<file path="config.mk">
export PLATFORM = sky130hd
export DESIGN_NAME = cubic_root_param
export DESIGN_NICKNAME = d
export VERILOG_FILES = /design/src/rtl/cubic_root_param.sv
export SDC_FILE = /design/constraint.sdc
export NUM_CORES = 1
export LEC_CHECK = 0
export ABC_CLOCK_PERIOD_IN_PS = 3400
export CAP_MARGIN = 20
export CORE_MARGIN = 2
export CORE_UTILIZATION = 55
export DETAILED_ROUTE_END_ITERATION = 16
export PLACE_DENSITY = 0.77
export SYNTH_ARGS = -nofsm -noshare
export SYNTH_HDL_FRONTEND = slang
export SYNTH_SLANG_ARGS = --single-unit
</file>
<file path="constraint.sdc">
create_clock -name clk -period 3.4 [get_ports clk]
set_input_delay 0.68 -clock clk [delete_from_list [all_inputs] [get_ports clk]]
set_output_delay 0.68 -clock clk [all_outputs]
set_load 0.01 [all_outputs]
</file>
<file path="src/rtl/cubic_root_param.sv">
// Parametrised integer root unit: floor cube root or floor square root of an
// unsigned WIDTH-bit operand, with remainder. Cube mode uses a restoring
// digit-by-digit algorithm whose 3y(y+1) term comes from a bit-serial
// shift-add multiplier; square mode uses the classic one-bit-per-cycle method.
module cubic_root_param #(
    parameter int unsigned WIDTH = 8
) (
    input  logic             clk,
    input  logic             reset,
    input  logic             start,
    input  logic             mode_i,
    input  logic [WIDTH-1:0] x_bi,
    output logic             busy_o,
    output logic             done_o,
    output logic [WIDTH-1:0] y_bo,
    output logic [WIDTH-1:0] r_bo
);

    localparam int unsigned K3 = (WIDTH + 2) / 3;  // cube-root iterations
    localparam int unsigned K2 = (WIDTH + 1) / 2;  // square-root iterations
    localparam int unsigned BW = WIDTH + 3;        // comparator / subtrahend width
    localparam int unsigned PW = 2 * K3 + 3;       // product register width
    localparam int unsigned MB = K3 + 1;           // multiplier operand b width

    typedef enum logic [2:0] {
        IDLE,
        SQ,
        STEP,
        MUL,
        CMP,
        DONE
    } state_t;

    state_t           state_q, state_nx;
    logic [WIDTH-1:0] x_q, x_nx;
    logic [WIDTH-1:0] y_q, y_nx;
    logic [WIDTH-1:0] m_q, m_nx;
    logic [5:0]       s_q, s_nx;
    logic [5:0]       cnt_q, cnt_nx;
    logic [PW-1:0]    a_q, a_nx;
    logic [MB-1:0]    b_q, b_nx;
    logic [PW-1:0]    prod_q, prod_nx;
    logic             res_ld;

    logic [BW-1:0]    sq_b;
    logic [BW-1:0]    cmp_b;
    logic [WIDTH-1:0] y_sh;
    logic [WIDTH-1:0] y_dbl;
    logic [PW-1:0]    a_ld;

    // State and datapath registers; result registers load on entry to DONE
    // so the root and remainder are already valid while done_o is high.
    always_ff @(posedge clk) begin
        if (reset) begin
            state_q <= IDLE;
            x_q     <= '0;
            y_q     <= '0;
            m_q     <= '0;
            s_q     <= '0;
            cnt_q   <= '0;
            a_q     <= '0;
            b_q     <= '0;
            prod_q  <= '0;
            y_bo    <= '0;
            r_bo    <= '0;
        end else begin
            state_q <= state_nx;
            x_q     <= x_nx;
            y_q     <= y_nx;
            m_q     <= m_nx;
            s_q     <= s_nx;
            cnt_q   <= cnt_nx;
            a_q     <= a_nx;
            b_q     <= b_nx;
            prod_q  <= prod_nx;
            if (res_ld) begin
                y_bo <= y_nx;
                r_bo <= x_nx;
            end
        end
    end

    // Next-state and datapath update for every state.
    always_comb begin
        state_nx = state_q;
        x_nx     = x_q;
        y_nx     = y_q;
        m_nx     = m_q;
        s_nx     = s_q;
        cnt_nx   = cnt_q;
        a_nx     = a_q;
        b_nx     = b_q;
        prod_nx  = prod_q;
        res_ld   = 1'b0;

        sq_b  = BW'(y_q | m_q);
        y_sh  = y_q >> 1;
        y_dbl = y_q << 1;
        a_ld  = PW'(y_dbl);
        cmp_b = (BW'(prod_q) + BW'(1)) << s_q;

        case (state_q)
            IDLE, DONE: begin
                if (start) begin
                    x_nx = x_bi;
                    y_nx = '0;
                    if (mode_i) begin
                        m_nx     = WIDTH'(1) << (2 * (K2 - 1));
                        state_nx = SQ;
                    end else begin
                        s_nx     = 6'(3 * (K3 - 1));
                        state_nx = STEP;
                    end
                end else begin
                    state_nx = IDLE;
                end
            end
            SQ: begin
                if (BW'(x_q) >= sq_b) begin
                    x_nx = x_q - WIDTH'(sq_b);
                    y_nx = y_sh | m_q;
                end else begin
                    y_nx = y_sh;
                end
                m_nx = m_q >> 2;
                // mask reaches bit 0 on the last iteration
                if (m_q == WIDTH'(1)) begin
                    state_nx = DONE;
                    res_ld   = 1'b1;
                end
            end
            STEP: begin
                y_nx     = y_dbl;
                a_nx     = (a_ld << 1) + a_ld;
                b_nx     = MB'(y_dbl + WIDTH'(1));
                prod_nx  = '0;
                cnt_nx   = 6'(K3);
                state_nx = MUL;
            end
            MUL: begin
                if (b_q[0]) begin
                    prod_nx = prod_q + a_q;
                end
                a_nx   = a_q << 1;
                b_nx   = b_q >> 1;
                cnt_nx = cnt_q - 6'd1;
                if (cnt_q == '0) begin
                    state_nx = CMP;
                end
            end
            CMP: begin
                if (BW'(x_q) >= cmp_b) begin
                    x_nx = x_q - WIDTH'(cmp_b);
                    y_nx = y_q + WIDTH'(1);
                end
                if (s_q == '0) begin
                    state_nx = DONE;
                    res_ld   = 1'b1;
                end else begin
                    s_nx     = s_q - 6'd3;
                    state_nx = STEP;
                end
            end
            default: begin
                state_nx = IDLE;
            end
        endcase
    end

    assign busy_o = (state_q == SQ) || (state_q == STEP) ||
                    (state_q == MUL) || (state_q == CMP);
    assign done_o = (state_q == DONE);

endmodule

</file>
==> impl_metrics.yaml <==
logic_synthesis:
  synthAdderAreaFrac: 0.0996
  syn_area_per_cell_um2: 7.93
  netlist_area_um2: 5050
  synth_top_family_by_area: "compound AO/OA/AOI/OAI gates"
  synth_edf_count: 0
  ys_seq_area_frac: 0.281
  ys_warn_count: 0
  post_synth_and_or_nand_nor_area_fraction: 0.212
  synth_cell_type_count: 73
  async_flop_share: 0
  synthMuxAreaShare: 0.0399
  ys_seq_elements: 71
  synthXorXnorAreaFrac: 0.0503
  synth_compound_area_frac: 0.267
  syn_inst: 637
  syn-num-nets: 686
  synth_top_flop_cell: "dfxtp_1"
power:
  p_sw_frac: 0.474
  p_seq_frac: 0.204
  leakagePower_nw: 2.30
  p_total_mw: 5.85
  powerDensity_nw_per_um2: 993
  power.switching_mw: 2.78
  internal_power_mw: 3.08
  p_clk_frac: 0.122
  p_comb_frac: 0.674
  ir_drop_uv: 435
floorplan:
  rows: 34
  core_um2: 8810
  die_h_um: 99.8
  die_area_um2: 9970
  num_io_pins: 30
  start_util: 0.574
  die_x_um: 99.8
cts:
  clockBufferDepth: 2
  clk_pin_slew_ps: 80
  clock_sinks: 71
  cts-buffers-inserted: 9
  clkLatencyLatePin_ps: 370
  hold_buffers: 0
  cts_root_buffer: "clkbuf_8"
  h-tree-depth: 3
  cts_tree: "built"
worst_setup_path:
  r2r_slack_ps: 60
  crit_arrival_ps: 3610
  critPathLaunchType: "flip-flop"
  cp.required_ps: 3670
  critPathMaxFanout: 7
  cp-end-kind: "flip-flop"
  crit_type: "flip-flop to flip-flop"
route:
  vias: 5026
  vias_per_cell: 6.37
  wl_per_cell_um: 18.1
  drc: 0
  first_pass_iters: 5
  wl_um: 14300
  drt-initial-drc-count: 340
  ant_nets: 0
timing:
  period_needed_ps: 3340
  period_share: 0.982
  holdWs_ps: 464
  max_freq_mhz: 300
  drv_slew: 0
  finClkSkew_ps: 15.5
  finalHoldViolCount: 0
  tns_ps: 0
  setup_violations: 0
  slew-limit-headroom: 0.483
  tightest_slew_ps: 769
global_routing:
  antenna_found_initial: 0
  grt_max_degree: 62
  grtUsageTotal: 0.290
  grt_pass1_wl_um: 23200
  globalRouteOverflowTotal: 0
  first_global_vias: 4752
final_layout:
  area_delta_synth_final_pct: 16.7
  finalNetCount: 725
  layout_commonest_cell: "nor2_1"
  final_cell_mix: "76 x nor2_1, 69 x dfxtp_1, 53 x nand2_1"
  drive_gt1_frac: 0.140
  fill_cells: 731
  fin_util: 0.669
  diodes: 0
flow_run:
  max-cap-violations: 0
outcome:
  status: "complete, no violations"
placement:
  place_hpwl_um: 10500
  io_buffers: 29
  gp_congestion: 0.974
min_path:
  hold_path.class: "flip-flop to flip-flop"
## cell type report
| class | instances | area (um2) | share of cell area |
|---|---|---|---|
| inverters | 23 | 86.3 | 0.0146 |
| multi-input cells | 506 | 3480 | 0.591 |
| well taps | 108 | 135 | 0.0229 |
| clock buffers | 9 | 124 | 0.0210 |
| repair buffers | 65 | 563 | 0.0955 |
| flip-flops and latches | 71 | 1420 | 0.242 |
| clock inverters | 7 | 80.1 | 0.0136 |
## synthesized netlist by cell type, types with 4 or more instances
| cell | number | share of area |
|---|---|---|
| and3_1 | 6 | 0.0074 |
| or2_2 | 4 | 0.0050 |
| a311oi_1 | 6 | 0.010 |
| inv_1 | 20 | 0.015 |
| buf_2 | 6 | 0.0059 |
| a22oi_1 | 15 | 0.022 |
| o21a_1 | 5 | 0.0074 |
| ha_1 | 33 | 0.082 |
| xor2_1 | 10 | 0.017 |
| o22ai_1 | 6 | 0.0074 |
| dfxtp_1 | 71 | 0.28 |
| clkbuf_1 | 25 | 0.019 |
| o21ai_0 | 39 | 0.039 |
| mux2i_1 | 10 | 0.020 |
| nor2_1 | 77 | 0.057 |
| nor4_1 | 4 | 0.0050 |
| a21o_1 | 14 | 0.021 |
| xnor2_1 | 19 | 0.033 |
| a221o_1 | 5 | 0.0099 |
| nand3_1 | 15 | 0.015 |
| nor2b_1 | 14 | 0.017 |
| nand2_1 | 54 | 0.040 |
| nand4_1 | 4 | 0.0050 |
| a31o_2 | 4 | 0.0069 |
| fa_1 | 4 | 0.016 |
| nand2b_1 | 8 | 0.0099 |
| or3_1 | 6 | 0.0074 |
| a211oi_1 | 14 | 0.021 |
| a221oi_1 | 8 | 0.014 |
| and2_1 | 4 | 0.0050 |
| a21oi_1 | 42 | 0.042 |
| a31oi_1 | 5 | 0.0062 |
| nor3_1 | 19 | 0.019 |
## final timing paths
kind                              from  endpoint  cells past startpoint
worst max-delay path            s_q[4]   r_bo[6]                     11
worst min-delay path            b_q[3]    b_q[3]                      2
worst max register to register  s_q[4]   r_bo[6]                     11
worst min register to register  b_q[3]    b_q[3]                      2
## what timing repair did
action | in CTS | in global routing
setup buffers | 0 | 2
gates resized for setup | 0 | 19
endpoints found under the hold margin | 0 | 0
setup endpoints to repair | 0 | 22
## sequential cells by signal, summed over array words and instances, names as in the netlist
| signal | flops |
|---|---|
| a_q | 8 |
| b_q | 4 |
| cnt_q | 6 |
| m_q | 4 |
| prod_q | 8 |
| r_bo | 8 |
| s_q | 6 |
| state_q | 3 |
| x_q | 8 |
| y_bo | 8 |
| y_q | 8 |
## cell families (layout without fill, tap and decap cells)
kind of cell,count (synthesis),in the layout
muxes,16,16
buffers and inverters,60,104
adders and majority gates,38,38
AOI/OAI and AO/OA,197,197
and+or+nand+nor,226,226
DFF,71,71
xor gates and xnor gates,29,29
## per-stage QoR
step	std cells	setup WS, ps	cell area, um2
floorplan	637	10.5	5060
global placement	771	174	5580
detailed placement	771	89.1	5580
CTS	787	68.3	5780
global route	789	-24.6	5890
finish	789	61.3	5890
## metal layers
| layer | up-vias | GRT usage | wire length [um] |
|---|---|---|---|
| met5 | - | 0 | 0 |
| met4 | 0 | 0.0822 | 211 |
| met3 | 24 | 0.0481 | 1020 |
| met2 | 203 | 0.479 | 6860 |
| met1 | 2383 | 0.392 | 6170 |
| li1 | 2416 | - | - |
## worst max-delay path, cell delays in order (launching register included)
cell and delay (ps):
dfxtp_2 330, or4_4 560, or3_4 430, ha_4 250, nor2b_4 130, o31ai_4 260, a21o_1 260, a31oi_4 130
and2_4 220, o21ai_2 270, a221oi_1 160, a211oi_1 260
## power by group through the flow
stage | sequential [mW] | clock (mW) | combinational (mW)
CTS | 1.18 | 0.717 | 3.60
finish | 1.19 | 0.711 | 3.95
global route | 1.22 | 0.746 | 4.30
global placement | 1.19 | 0 | 3.51
floorplan | 1.16 | 0 | 2.58
detailed placement | 1.20 | 0 | 3.58
No activity file was read; power rests on OpenSTA's default activity.
